`src/rtl/bus_access_controller.sv`:
```
// Two-requester bus access controller: round-robin grant, one bus access at a
// time, with an ack or timeout-error response returned to the owner.
module bus_access_controller #(
    parameter logic [7:0] TIMEOUT = 8'd255
) (
    input  logic        clock,
    input  logic        reset_n,
    input  logic        req0,
    input  logic        req1,
    input  logic        we0,
    input  logic        we1,
    input  logic [31:0] addr0,
    input  logic [31:0] addr1,
    input  logic [31:0] wdata0,
    input  logic [31:0] wdata1,
    output logic        ack0,
    output logic        ack1,
    output logic        err0,
    output logic        err1,
    output logic [31:0] rdata,
    output logic        bus_stb,
    output logic        bus_we,
    output logic [31:0] bus_addr,
    output logic [31:0] bus_wdata,
    input  logic [31:0] bus_rdata,
    input  logic        bus_ack,
    output logic [31:0] err_addr
);

    typedef enum logic [1:0] {
        IDLE   = 2'd0,
        ACCESS = 2'd1,
        RESP   = 2'd2
    } state_t;

    state_t      state_q, state_d;
    logic        owner_q, owner_d;
    logic        last_q, last_d;
    logic [7:0]  cnt_q, cnt_d;
    logic        stb_q, stb_d;
    logic        we_q, we_d;
    logic [31:0] addr_q, addr_d;
    logic [31:0] wdata_q, wdata_d;
    logic [31:0] rdata_q, rdata_d;
    logic [31:0] err_addr_q, err_addr_d;
    logic [1:0]  ack_q, ack_d;
    logic [1:0]  err_q, err_d;
    logic        grant;

    // On a tie the requester that did not win last time gets the bus.
    assign grant = (req0 && req1) ? ~last_q : req1;

    always_comb begin
        state_d    = state_q;
        owner_d    = owner_q;
        last_d     = last_q;
        cnt_d      = cnt_q;
        stb_d      = stb_q;
        we_d       = we_q;
        addr_d     = addr_q;
        wdata_d    = wdata_q;
        rdata_d    = rdata_q;
        err_addr_d = err_addr_q;
        ack_d      = 2'b00;
        err_d      = 2'b00;

        unique case (state_q)
            IDLE: begin
                if (req0 || req1) begin
                    owner_d = grant;
                    last_d  = grant;
                    we_d    = grant ? we1 : we0;
                    addr_d  = grant ? addr1 : addr0;
                    wdata_d = grant ? wdata1 : wdata0;
                    cnt_d   = TIMEOUT;
                    stb_d   = 1'b1;
                    state_d = ACCESS;
                end
            end
            ACCESS: begin
                if (bus_ack) begin
                    // rdata only tracks read completions; writes leave it alone.
                    if (!we_q) begin
                        rdata_d = bus_rdata;
                    end
                    ack_d[owner_q] = 1'b1;
                    stb_d          = 1'b0;
                    state_d        = RESP;
                end else if (cnt_q == 8'd0) begin
                    err_d[owner_q] = 1'b1;
                    err_addr_d     = addr_q;
                    stb_d          = 1'b0;
                    state_d        = RESP;
                end else begin
                    cnt_d = cnt_q - 8'd1;
                end
            end
            RESP: begin
                state_d = IDLE;
            end
            default: begin
                stb_d   = 1'b0;
                state_d = IDLE;
            end
        endcase
    end

    always_ff @(posedge clock or negedge reset_n) begin
        if (!reset_n) begin
            state_q    <= IDLE;
            owner_q    <= 1'b0;
            last_q     <= 1'b1;
            cnt_q      <= TIMEOUT;
            stb_q      <= 1'b0;
            we_q       <= 1'b0;
            addr_q     <= 32'd0;
            wdata_q    <= 32'd0;
            rdata_q    <= 32'd0;
            err_addr_q <= 32'd0;
            ack_q      <= 2'b00;
            err_q      <= 2'b00;
        end else begin
            state_q    <= state_d;
            owner_q    <= owner_d;
            last_q     <= last_d;
            cnt_q      <= cnt_d;
            stb_q      <= stb_d;
            we_q       <= we_d;
            addr_q     <= addr_d;
            wdata_q    <= wdata_d;
            rdata_q    <= rdata_d;
            err_addr_q <= err_addr_d;
            ack_q      <= ack_d;
            err_q      <= err_d;
        end
    end

    assign bus_stb   = stb_q;
    assign bus_we    = we_q;
    assign bus_addr  = addr_q;
    assign bus_wdata = wdata_q;
    assign rdata     = rdata_q;
    assign err_addr  = err_addr_q;
    assign ack0      = ack_q[0];
    assign ack1      = ack_q[1];
    assign err0      = err_q[0];
    assign err1      = err_q[1];

endmodule

```
`config.mk`:
```
export PLATFORM = sky130hd
export DESIGN_NAME = bus_access_controller
export DESIGN_NICKNAME = d
export VERILOG_FILES = /design/src/rtl/bus_access_controller.sv
export SDC_FILE = /design/constraint.sdc
export NUM_CORES = 1
export LEC_CHECK = 0
export CORE_AREA = 5 5 132 134
export CTS_CLUSTER_DIAMETER = 30
export DETAILED_ROUTE_END_ITERATION = 12
export DIE_AREA = 0 0 137 139
export PLACE_DENSITY = 0.87
export SYNTH_ARGS = -nofsm -noshare
export SYNTH_HDL_FRONTEND = slang
export SYNTH_SLANG_ARGS = --single-unit
```
`constraint.sdc`:
```
create_clock -name clock -period 2.7 [get_ports clock]
set_input_delay 0.675 -clock clock [delete_from_list [all_inputs] [get_ports clock]]
set_output_delay 0.675 -clock clock [all_outputs]
set_load 0.01 [all_outputs]
```
Word level (Yosys, flattened, before mapping)
Index checks and enable logic that the tools add are counted.
{ "totals": {"reg_bits": 146, "out_inout_bits": 134, "word_cells": 60} }
{ "op_classes": {"n_mux": 23, "eq_ne": 6, "n_bitwise": 4, "magnitude_cmp": 2, "n_reduce_logical": 12, "add_sub_neg": 1} }
{ "ops": {"columns": ["cell", "n"], "rows": [
  ["32-bit 2-to-1 mux", 2],
  ["8-bit 2-to-1 mux", 3],
  ["2-bit 2-to-1 mux", 8],
  ["8-bit case mux with 2 select lines", 1],
  ["3-bit AND reduction", 3],
  ["8-bit logical NOT", 1],
  ["8-bit by 1-bit subtractor with 8-bit output (second input constant)", 1],
  ["1-bit 2-to-1 mux", 6],
  ["2-bit inequality test (second input constant)", 3],
  ["1-bit NOT", 4],
  ["2-bit case mux with 2 select lines", 1],
  ["2-bit AND reduction", 2],
  ["4-bit AND reduction", 1],
  ["3-bit inequality test (second input constant)", 1],
  ["1-bit case mux with 3 select lines", 1],
  ["2-bit by 1-bit == test with 1-bit output (second input constant)", 1],
  ["2-bit == test (second input constant)", 1],
  ["1-bit logical AND", 2],
  ["2-bit logical NOT", 1],
  ["1-bit by 2-bit less-than comparator with 1-bit output (second input constant)", 1],
  ["2-bit nonzero test", 1],
  ["1-bit demux with 1-bit select", 1],
  ["1-bit greater-or-equal comparator (second input constant)", 1],
  ["1-bit logical OR", 1]
]} }

Depth between registers and ports, before layout
{ "logic_depth": {"ltp_word": 7, "ltp_mapped": 7, "depth_no_buf": 6} }

Worst setup path after synthesis
No wires, ideal clock.
{ "synth_timing": {"path_kind": "register -> register", "from": "register cnt_q[0]", "to": "register err_addr_q[10], in the netlist err_addr[10]", "t_arrival_ps": 1758, "path_slack_ps": 817, "required_time_ps": 2575, "path_stages_with_launch": 8, "setup_time_ps": 125, "n_path_buf": 1, "path_cell_list": "dfstp_2 -> inv_1 -> ha_1 -> nor3b_1 -> nand3_2 -> nor2_4 -> buf_6 -> mux2_4"} }
{ "synth_via": {"elab_chain_len": 2} }
{ "synth_rtl": {"columns": ["element", "line", "source"], "rows": [
  ["from (decl)", "39", "logic [7:0] cnt_q, cnt_d;"],
  ["from (signal assigned)", "126", "cnt_q <= cnt_d;"],
  ["8-bit logical NOT", "89", "end else if (cnt_q == 8'd0) begin"],
  ["3-bit AND reduction (no source line)", null, null],
  ["to (signal assigned)", "132", "err_addr_q <= err_addr_d;"],
  ["to (decl)", "45", "logic [31:0] err_addr_q, err_addr_d;"]
]} }
No other way between the ends.
A chain may end at the register's enable or synchronous reset.

Final worst setup path
{ "layout_timing": {"from": "register we_q, in the netlist bus_we", "to": "output bus_we"} }
{ "layout_lines": {"columns": ["element", "line", "source"], "rows": [
  ["from (decl)", "41", "logic we_q, we_d;"],
  ["from (signal assigned)", "128", "we_q <= we_d;"],
  ["to (decl)", "22", "output logic bus_we,"]
]} }
No word-level cell between the ends.

==> flow_metrics.env <==
export IMPL_status="complete, no violations"
export IMPL_die_area_um2=19000
export IMPL_ioPinCount=301
export IMPL_place_inst=1003
export IMPL_antenna_found_initial=0
export IMPL_drive_above_1_share=0.152
export IMPL_rows=47
export IMPL_syn_inst=498
export IMPL_h_tree_depth=4
export IMPL_drc=0
export IMPL_final_max_slew_viol_count=0
export IMPL_grt_pass1_vias=5259
export IMPL_vias_per_cell=4.83
export IMPL_ys_seq_elements=146
export IMPL_synth_top_cells_by_area="dfrtp_1 (55%), mux2i_1 (11%), mux2_4 (7.2%)"
export IMPL_antenna_left=0
export IMPL_hpwlAfterDp_um=13700
export IMPL_first_iter_violations=214
export IMPL_coreArea_um2=16200
export IMPL_critPathLaunchType="flip-flop"
export IMPL_power_leakage_nw=4.35
export IMPL_grt_max_degree=87
export IMPL_period_share=0.804
export IMPL_place_gp_congestion=0.760
export IMPL_power_density_nw_per_um2=924
export IMPL_slew_headroom=0.670
export IMPL_yosysWarningCount=0
export IMPL_fill_cells=1245
export IMPL_gr_total_overflow=0
export IMPL_met3_length_um=1920
export IMPL_rr_endpoint="err_addr[31]"
export IMPL_portBuffers=300
export IMPL_r2r_slack_ps=530
export IMPL_crit_slowest_cell="clkdlybuf4s50_1"
export IMPL_grt_setup_unrepaired="no"
export IMPL_min_path_type="in2async"
export IMPL_setup_ws_ps=529
export IMPL_synthMostInstantiatedCell="dfrtp_1"
export IMPL_async_flop_share=1.00
export IMPL_dpl_cell_area_um2=9610
export IMPL_final_area_um2=10200
export IMPL_route_met2_wl_um=9090
export IMPL_cts_setup_buffers=0
export IMPL_clock_fmax_mhz=461
export IMPL_cts_sinks=146
export IMPL_wirelength_um=18300
export IMPL_vdd_ir_drop_max_mv=0.439
export IMPL_critPathBufInv=1
export IMPL_p_total_mw=9.42
export IMPL_synth_top_area_frac=0.546
export IMPL_worstPathCellList="clkdlybuf4s50_1"
export IMPL_top_layer_used="met4"
export IMPL_wl_met1_um=6870
export IMPL_yosysSeqAreaShare=0.584
export IMPL_cts_tree="yes"
export IMPL_clock_skew_ps=10.1
export IMPL_drv_cap=0
export IMPL_slowest_delay_ps=610
export IMPL_drt_first_pass_iters=5
export IMPL_crit_required_ps=2030
export IMPL_synthTopCellsByCount="dfrtp_1 (137), o21ai_0 (71), nand2_1 (70)"
export IMPL_final_hold_viol_count=0
export IMPL_critical_path_top_delay_family="buffers and inverters"
export IMPL_crit_arrival_ps=1500
export IMPL_instances_no_fill=1035
export IMPL_synth_edf_count=0
export IMPL_critPathKind="reg2out"
export IMPL_setup_tns_ps=0
export IMPL_synth_area_um2=6280
export IMPL_die_h_um=139
export IMPL_regToRegStartpoint="cnt_q[0]"
export IMPL_diodes=0
export IMPL_clkTransAtPathRegs_ps=60
export IMPL_whs_ps=189
export IMPL_worstMarginPinSlew_ps=495
export IMPL_synth_top_area_cell="dfrtp_1"
export IMPL_setup_viol=0
export IMPL_fin_nets=970
export IMPL_cp_max_fo=3
export IMPL_synth_flop_cell="dfrtp_1"
export IMPL_avgSynthCellArea_um2=12.6
export IMPL_r2r_cells=7
export IMPL_clock_latency_ps=420
export IMPL_initial_core_util=0.388
export IMPL_holdBufCountCts=0
export IMPL_cp_end_kind="primary output"
export IMPL_min_period_ps=2170
export IMPL_cts_buffers=17
export IMPL_grt_pass1_wl_um=28000
export IMPL_post_drt_wl_per_cell_um=17.7
export IMPL_synth_distinct_cells=41
export IMPL_synthesis_nets=666
export IMPL_utilization=0.630
export IMPL_place_ws_ps=209
export IMPL_fp_dieW_um=137
export IMPL_num_vias=4995
export IMPL_ctsRootBufferMaster="clkbuf_16"
export IMPL_synthToLayoutAreaGrowth_pct=62.3
export IMPL_cts_buffer_depth=2
export IMPL_post_cts_resized=0
export IMPL_grt_total_usage=0.189
==> how the worst max path moves through the flow <==
stage / slack [ps] / start / endpoint / cells past startpoint
5_1_grt: 370 / cnt_q[0] / err_addr[31] / 7
3_3_place_gp: 330 / req0 / bus_wdata[7] / 5
3_5_place_dp: 210 / req0 / bus_wdata[14] / 5
4_1_cts: 480 / bus_we / bus_we / 1
6_report: 530 / bus_we / bus_we / 1
2_1_floorplan: 820 / cnt_q[0] / err_addr[10] / 7
==> sequential cells by signal, summed over array words and instances (netlist names), 2 cells and up <==
| name | flops |
|---|---|
| err_addr | 32 |
| state_q | 2 |
| ack_q | 2 |
| err_q | 2 |
| bus_addr | 32 |
| rdata | 32 |
| bus_wdata | 32 |
| cnt_q | 8 |
==> per-layer routing <==
layer	vias to the layer above	track usage
li1	2356	-
met1	2379	0.212
met2	228	0.322
met3	32	0.0722
met4	0	0.0720
met5	-	0
==> layout make-up <==
| cell class | instances | area (um^2) | area share |
|---|---|---|---|
| Sequential cell | 146 | 3660 | 0.360 |
| Timing Repair Buffer | 314 | 3200 | 0.314 |
| Multi-Input combinational cell | 320 | 2460 | 0.241 |
| Clock buffer | 22 | 484 | 0.0475 |
| Tap cell | 220 | 275 | 0.0270 |
| Clock inverter | 10 | 97.6 | 0.00958 |
| Inverter | 3 | 11.3 | 0.00111 |
==> layout by cell type (no fill, tap or decap), types with 4 or more instances in the layout <==
cell type        synthesis  routed
clkdlybuf4s50_1          0     299
dfrtp_1                137     137
nand2_1                 70      70
o21ai_0                 71      70
mux2i_1                 66      66
mux2_2                  32      32
mux2_4                  30      30
clkbuf_16                0      17
dfstp_2                  9       9
buf_12                   0       7
buf_4                    7       7
nor2_1                   6       6
a21oi_1                  4       4
clkbuf_8                 0       4
==> power by group <==
| group | internal [mW] | switching [mW] |
|---|---|---|
| logic | 2.09 | 1.52 |
| registers | 2.99 | 0.519 |
| clock network | 1.37 | 0.931 |
| total | 6.45 | 2.97 |
==> cell families after synthesis <==
family                     after synthesis  synth area share
DFF                                    146             0.584
muxes                                  130             0.238
and+or+nand+nor                        105            0.0777
AOI/OAI and AO/OA                       84            0.0704
buffers and inverters                   32            0.0281
adders and majority gates                1           0.00199
No activity file was read; power rests on OpenSTA's default activity.
